[config.mk]
export PLATFORM = sky130hd
export DESIGN_NAME = coupe_mem_mapper
export DESIGN_NICKNAME = d
export VERILOG_FILES = /design/src/rtl/coupe_mem_mapper.sv
export SDC_FILE = /design/constraint.sdc
export NUM_CORES = 1
export LEC_CHECK = 0
export ABC_AREA = 1
export BUFFER_PORTS_ARGS = -buffer_cell sky130_fd_sc_hd__buf_2
export CAP_MARGIN = 20
export CORE_MARGIN = 3
export CORE_UTILIZATION = 53
export DETAILED_ROUTE_END_ITERATION = 10
export PLACE_DENSITY = 0.81
export SLEW_MARGIN = 20
export SYNTH_ARGS = -nofsm -noshare
export SYNTH_HDL_FRONTEND = slang
export SYNTH_SLANG_ARGS = --single-unit
[constraint.sdc]
create_clock -name clk_sys -period 3.18 [get_ports clk_sys]
set_clock_uncertainty 0.15 [all_clocks]
set_input_delay 0.954 -clock clk_sys [delete_from_list [all_inputs] [get_ports clk_sys]]
set_output_delay 0.954 -clock clk_sys [all_outputs]
set_load 0.05 [all_outputs]
[src/rtl/coupe_mem_mapper.sv]
// rtl/coupe_mem_mapper.sv - SAM Coupe paging, address translation and contention hold
module coupe_mem_mapper #(
    parameter int             PAGE_BITS = 5,
    parameter int             EXT_BITS  = 8,
    parameter int             EXT_PAGES = 256,
    parameter logic [8:0]     EXT_BASE  = 9'h40,
    parameter logic [4:0]     ROM_BASE  = 5'h10,
    parameter int             ADDR_W    = 25,
    parameter int             CONTEND   = 1
) (
    input  logic              clk_sys,
    input  logic              reset,
    input  logic [15:0]       addr,
    input  logic [7:0]        din,
    input  logic              nMREQ,
    input  logic              nIORQ,
    input  logic              nRD,
    input  logic              nWR,
    input  logic              nM1,
    input  logic              nRFSH,
    input  logic              mem_cont,
    input  logic              io_cont,
    output logic [ADDR_W-1:0] ram_addr,
    output logic              ram_we,
    output logic              rom_sel,
    output logic [7:0]        port_dout,
    output logic              port_sel,
    output logic [7:0]        border,
    output logic              cpu_hold
);

    // Ext page registers keep only as many bits as there are fitted pages.
    localparam logic [EXT_BITS-1:0] EXT_MASK =
        (EXT_PAGES == 0 || EXT_PAGES >= (1 << EXT_BITS)) ? {EXT_BITS{1'b1}}
                                                          : EXT_BITS'(EXT_PAGES - 1);
    localparam bit EXT_EN  = (EXT_PAGES != 0);
    localparam bit CONT_EN = (CONTEND != 0);
    localparam int EXT_AW  = ADDR_W - 14;

    typedef enum logic {
        IDLE = 1'b0,
        WAIT = 1'b1
    } cont_state_t;

    logic [7:0]          lmpr;
    logic [7:0]          hmpr;
    logic [EXT_BITS-1:0] ext_c;
    logic [EXT_BITS-1:0] ext_d;
    logic                port_we;
    logic                old_we;
    logic                port_wr_stb;

    logic                rom0;
    logic                rom1;
    logic                ext_hit;
    logic                wp;
    logic [PAGE_BITS-1:0] int_page;
    logic [8:0]          ext_page;

    logic                ram_acc;
    logic                io_acc;
    logic                ram_acc_q;
    logic                io_acc_q;
    logic                mem_cont_q;
    logic                io_cont_q;
    cont_state_t         ram_state;
    cont_state_t         ram_next;
    cont_state_t         io_state;
    cont_state_t         io_next;

    // A port write fires once, on the first clock of an I/O write cycle.
    assign port_we     = ~nIORQ & ~nWR & nM1;
    assign port_wr_stb = port_we & ~old_we;

    // Mapper register file and write-edge tracker.
    always_ff @(posedge clk_sys or posedge reset) begin
        if (reset) begin
            lmpr   <= 8'h00;
            hmpr   <= 8'h00;
            ext_c  <= '0;
            ext_d  <= '0;
            border <= 8'h80;
            old_we <= 1'b0;
        end else begin
            old_we <= port_we;
            if (port_wr_stb) begin
                case (addr[7:0])
                    8'd250:  lmpr   <= din;
                    8'd251:  hmpr   <= din;
                    8'd254:  border <= din;
                    8'd128:  ext_c  <= EXT_BITS'(din) & EXT_MASK;
                    8'd129:  ext_d  <= EXT_BITS'(din) & EXT_MASK;
                    default: ;
                endcase
            end
        end
    end

    // Region decode: ROM overrides external RAM, which overrides internal RAM.
    assign rom0     = ~lmpr[5] & (addr[15:14] == 2'd0);
    assign rom1     = lmpr[6] & (addr[15:14] == 2'd3);
    assign rom_sel  = rom0 | rom1;
    assign ext_hit  = EXT_EN & hmpr[7] & addr[15];
    assign wp       = lmpr[7] & (addr[15:14] == 2'd0);
    assign int_page = (addr[15] ? hmpr[PAGE_BITS-1:0] : lmpr[PAGE_BITS-1:0])
                      + PAGE_BITS'(addr[14]);
    assign ext_page = EXT_BASE + 9'(addr[14] ? ext_d : ext_c);

    // Flat address translation.
    always_comb begin
        ram_addr = '0;
        if (rom_sel) begin
            ram_addr = ADDR_W'({ROM_BASE, addr[15], addr[13:0]});
        end else if (ext_hit) begin
            ram_addr = ADDR_W'({EXT_AW'(ext_page), addr[13:0]});
        end else begin
            ram_addr = ADDR_W'({int_page, addr[13:0]});
        end
    end

    assign ram_we = ~nMREQ & ~nWR & ~rom_sel & ~wp;

    // Readback of the paging registers; idle bus reads as all ones.
    always_comb begin
        port_sel  = 1'b0;
        port_dout = 8'hFF;
        if (~nIORQ & ~nRD & nM1) begin
            case (addr[7:0])
                8'd250: begin port_sel = 1'b1; port_dout = lmpr;      end
                8'd251: begin port_sel = 1'b1; port_dout = hmpr;      end
                8'd128: begin port_sel = 1'b1; port_dout = 8'(ext_c); end
                8'd129: begin port_sel = 1'b1; port_dout = 8'(ext_d); end
                default: ;
            endcase
        end
    end

    // ROM and external RAM are never slowed by the video fetch.
    assign ram_acc = ~nMREQ & nRFSH & ~rom_sel & ~ext_hit;
    assign io_acc  = ~nIORQ & ~(nRD & nWR) & nM1 & (&addr[7:3]);

    // Contention next-state: wait starts on a new access while contended, ends when contention drops.
    always_comb begin
        ram_next = ram_state;
        io_next  = io_state;
        case (ram_state)
            IDLE: if (CONT_EN && ram_acc && !ram_acc_q && mem_cont) ram_next = WAIT;
            WAIT: if (!mem_cont && mem_cont_q) ram_next = IDLE;
            default: ram_next = IDLE;
        endcase
        case (io_state)
            IDLE: if (CONT_EN && io_acc && !io_acc_q && io_cont) io_next = WAIT;
            WAIT: if (!io_cont && io_cont_q) io_next = IDLE;
            default: io_next = IDLE;
        endcase
    end

    // Contention state, edge-detect history and registered hold output.
    always_ff @(posedge clk_sys or posedge reset) begin
        if (reset) begin
            ram_state  <= IDLE;
            io_state   <= IDLE;
            ram_acc_q  <= 1'b0;
            io_acc_q   <= 1'b0;
            mem_cont_q <= 1'b0;
            io_cont_q  <= 1'b0;
            cpu_hold   <= 1'b0;
        end else begin
            ram_state  <= ram_next;
            io_state   <= io_next;
            ram_acc_q  <= ram_acc;
            io_acc_q   <= io_acc;
            mem_cont_q <= mem_cont;
            io_cont_q  <= io_cont;
            cpu_hold   <= (ram_next == WAIT) | (io_next == WAIT);
        end
    end

endmodule
; ---- Word level (Yosys, flattened, before mapping)
; Cells that the tools add are included.
[word_totals]
register_bits = 48
in_bits = 34
output_inout_bits = 45
[op_classes]
add_sub_neg = 2
n_eq_ne = 6
mux = 14
n_bitwise = 33
n_reduce_logical = 18
[ops]
columns = operator, count
row1 = $mux 23, 2
row2 = $eq 8x8->1 const B, 5
row3 = $pmux 8 s4, 1
row4 = $and 1x1->1, 19
row5 = $mux 8, 2
row6 = $not 1->1, 12
row7 = $reduce_and 2->1, 5
row8 = $add 7x8->9 const A, 1
row9 = $logic_and 1x1->1, 6
row10 = $mux 1, 6
row11 = $add 5x1->5, 1
row12 = $mux 5, 1
row13 = $reduce_and 5->1, 1
row14 = $logic_not 1->1, 4
row15 = $pmux 1 s2, 2
row16 = $reduce_or 4->1, 1
row17 = $eq 2x2->1 const B, 1
row18 = $logic_not 2->1, 1
row19 = $or 1x1->1, 2

; ---- Longest topological paths before layout
[logic_depth]
depth_word = 11
mapped_depth = 10
mapped_depth_nobuf = 9

; ---- Least setup slack after synthesis
; No wires, ideal clock.
[synth_path]
path_kind = input to output
startpoint = in addr[14]
endpoint = out ram_we
arrival_ps = 3037
required_time_ps = 2076
slack_ps = -961
path_stages = 6
path_buffers = 2
cell_sequence = clkbuf_2 inv_1 nand3_1 nand2_1 buf_2 nor4_1
[synth_via]
elab_chain_cells = 6
elab_cells_between_ends = 10
cone_classes = eq/ne: 1 / bitwise: 8 / reduce/logical: 1
[synth_rtl]
columns = item, line
row1 = from (decl), 13  ; input logic [15:0] addr,
row2 = $eq 2x2->1 / $logic_not 2->1 (equally long branches), "101, 100"
row3 = "$and 1x1->1, on equally long branches", "101, 100"
row4 = $or 1x1->1 *, 102  ; assign rom_sel = rom0 | rom1;
row5 = net rom_sel, 25  ; output logic rom_sel,
row6 = $not 1->1 *, 121  ; assign ram_we = ~nMREQ & ~nWR & ~rom_sel & ~wp;
row7 = $and 1x1->1 * (2 in a row), 121
row8 = to (decl), 24  ; output logic ram_we,
; The timed path passes the listed nets; every way through them passes the cells marked *.

; ---- Worst setup path in the final report
[layout_path]
startpoint = in addr[3]
endpoint = out port_dout[4]
[layout_via]
elab_chain_cells = 3
elab_cells_between_ends = 6
cone_classes = eq/ne: 4 / mux: 2
[layout_rtl]
columns = item, line
row1 = $eq 8x8->1, 128  ; case (addr[7:0])
row2 = $pmux 8 s4 *, 128
row3 = $mux 8 *, 127  ; if (~nIORQ & ~nRD & nM1) begin
row4 = to (decl), 26  ; output logic [7:0] port_dout,
; Mark *: on every way between the ends. The rest lies on a longest branch, timed or not.

==> qor.yml <==
outcome:
  status: "complete, but fails checks"
  violations: "negative setup slack"
critical_path:
  crit_arrival_ns: 2.09
  crit_family: "simple AND/OR/NAND/NOR gates"
  worst_setup_path_start_kind: "primary input"
  endpoint_kind: "output pin"
  crit_slowest_cell: "buf_6"
  cp_max_fo: 7
  timing_worst_setup_path_type: "in -> out"
  cpPeakStageDelay_ns: 0.16
  crit_required_ns: 2.08
  cp_cell_sequence: "clkbuf_4, inv_6, nand2_4, nor2_4, nand2_4, nand2_4, nor2_4, nor2_4, buf_6, nand2_2, buf_6"
  cp_num_buf_inv: 4
routing:
  num_vias: 2988
  drt_iter0_markers: 274
  drt_first_pass_iters: 5
  routedWlPerCell_um: 15.9
  wl_um: 8570
  vias_per_cell: 5.53
  drc: 0
  antenna_left: 0
yosys:
  synth_top_cell_area_share_pct: 41.1
  syn-cell-area_um2: 2860
  yosysTopAreaCell: "dfrtp_1"
  yosys_warnings: 0
  syn_inst: 382
  async_flop_share_pct: 100
  synth_edf_count: 0
  avgSynthCellArea_um2: 7.49
  synth_ff_type: "dfrtp_1"
  ys_ff_latch: 48
  seq_area_frac_synth_pct: 42.0
  yosysUniqueCellTypes: 27
  synth_area_leaders: "dfrtp_1, nand2_1, o21ai_0"
  synth.most_common_cell: "nand2_1"
  synthTopCellsByCount: "nand2_1, o21ai_0, dfrtp_1"
global_routing:
  antenna_found_initial: 0
  gr-total-overflow: 0
  grt_pass1_vias: 2901
  grt_first_pass_wirelength_um: 13500
  grtUsageTotal_pct: 27.5
  grt_max_degree: 49
min_path:
  holdCritPathClass: "reg -> reg"
cells_and_area:
  nets: 506
  diodes: 0
  fill_cells: 350
  layout-drive-gt1-share_pct: 39.6
  syn_to_final_growth_pct: 39.2
timing:
  worstMarginPinSlew_ns: 0.608
  fin_crit_sh_pct: 100
  fin_crit_ns: 3.19
  drv_slew: 0
  max_slew_margin_pct: 59.5
  hold_violations: 0
  timing.fmax_ghz: 0.313
  final-setup-viol-count: 6
  rsz0062_at_grt: "true"
  hold_ws_ns: 0.339
  setup_ws_ns: -0.0147
floorplan:
  initial_core_util_pct: 55.3
  die_x_um: 79.5
  die_h_um: 79.5
  rows: 26
  die_area_um2: 6320
  io_pins: 79
  core_um2: 5170
clocking:
  clkLatencyLatePin_ns: 0.31
  cts_max_level: 2
  cts_root_buf: "clkbuf_8"
  cts_tree: "built"
  clk_pin_slew_worst_paths_ns: 0.09
  cts_buffer_depth: 2
  cts_hold_buf: 0
  cts_buffers: 5
  cts_sinks: 48
run:
  max_cap_violations: 0
placed_design:
  gp_congestion: 0.947
  port_buffers: 64
  post-place-ws_ns: -0.154
  hpwlAfterDp_um: 5970
power_and_ir_drop:
  power_leakage_nw: 2.08
  vdd_drop_max_mv: 0.220
  power_density_nw_per_um2: 329
-- layer usage --
| metal | up-vias | part of all wire [%] | track usage (%) |
|---|---|---|---|
| met5 | - | 0 | 0 |
| met4 | 0 | 3.2 | 9.28 |
| li1 | 1375 | - | - |
| met2 | 163 | 50 | 48.6 |
| met1 | 1418 | 38 | 33.8 |
| met3 | 32 | 8.3 | 4.40 |
-- cells in the final DEF, fill, tap and decap left out, types with 2 or more instances in the layout --
cell	synthesis	routed
nor2_1	18	13
clkinv_2	0	2
nor2_2	2	4
inv_4	0	2
inv_1	45	36
a21oi_1	7	5
buf_12	0	2
nand3_1	24	21
buf_8	0	7
nand4_1	3	3
clkbuf_4	0	2
nor3_1	4	3
buf_6	4	17
buf_2	2	37
nand2_2	4	13
inv_6	0	2
nand3_2	0	3
nor2_4	7	10
dfrtp_1	47	47
o21ai_1	11	22
buf_4	19	41
nand2_4	4	19
nand2_1	111	87
conb_1	1	2
o21ai_0	57	41
o21ai_2	0	5
clkbuf_8	0	6
-- cells by family (layout without fill, tap and decap cells) --
kind of cell / after synthesis / after routing / share of synthesized area [%]
other cells: 1 / 2 / 0.131
compound gates: 76 / 76 / 13.4
fa+ha+maj: 3 / 3 / 1.31
simple gates: 182 / 182 / 30.1
flops: 48 / 48 / 42.0
buf+inv: 72 / 159 / 13.1
-- path summary, 6_finish.rpt --
path	to	startpoint	depth (start not counted)	slack [ns]
min reg2reg	border[7]	border[7]	2	0.34
max reg2reg	ext_c[0]	old_we	5	1.70
min	border[7]	border[7]	2	0.34
max in group asynchronous	hmpr[7]	reset	3	1.83
max	port_dout[4]	addr[3]	11	-0.01
min in group asynchronous	old_we	reset	3	0.64
-- tightest hold or removal path: stages, from the launching register on --
cell,delay (ns)
dfstp_2,0.38
o21ai_1,0.06
nand2_1,0.06
-- metrics by stage --
stage / instance area [um^2] / power, mW / setup TNS (ns) / cells / util [%]
global placement: 3560 / 0.902 / -1.34 / 522 / 68.8
CTS: 3820 / 1.29 / -0.00161 / 535 / 73.8
global route: 3990 / 1.37 / -0.714 / 540 / 77.1
floorplan: 3100 / 0.846 / -1.57 / 383 / -
finish: 3990 / 1.31 / -0.0573 / 540 / 77.1
detailed placement: 3560 / 0.908 / -1.85 / 522 / 68.8
-- flip-flops by register name (all words and copies together), names as in the netlist, 8 cells and up --
register,cells
border,8
ext_c,8
ext_d,8
hmpr,8
lmpr,8
-- cell type report --
cell class,instances,area [um^2],area share (%)
Multi-Input combinational cell,263,1540,38.5
Tap cell,70,87.6,2.20
Inverter,45,224,5.62
Sequential cell,48,1200,30.2
Clock buffer,6,82.6,2.07
Timing Repair Buffer,106,845,21.2
Clock inverter,2,10.0,0.251
-- report_power, final --
group | leakage (nW) | internal (mW) | switching (mW) | total [mW]
Combinational | 1.48 | 0.101 | 0.199 | 0.301
Clock | 0.0510 | 0.174 | 0.206 | 0.380
Sequential | 0.547 | 0.625 | 0.00704 | 0.632
Total | 2.08 | 0.900 | 0.413 | 1.31
-- timing repair --
item / 4_1_cts / 5_1_grt
resized for setup: 48 / 46
pin swaps: 12 / 18
setup endpoints to repair: 18 / 20
setup buffers: 5 / 5
Note: power is estimated with default switching activity, not from simulation.
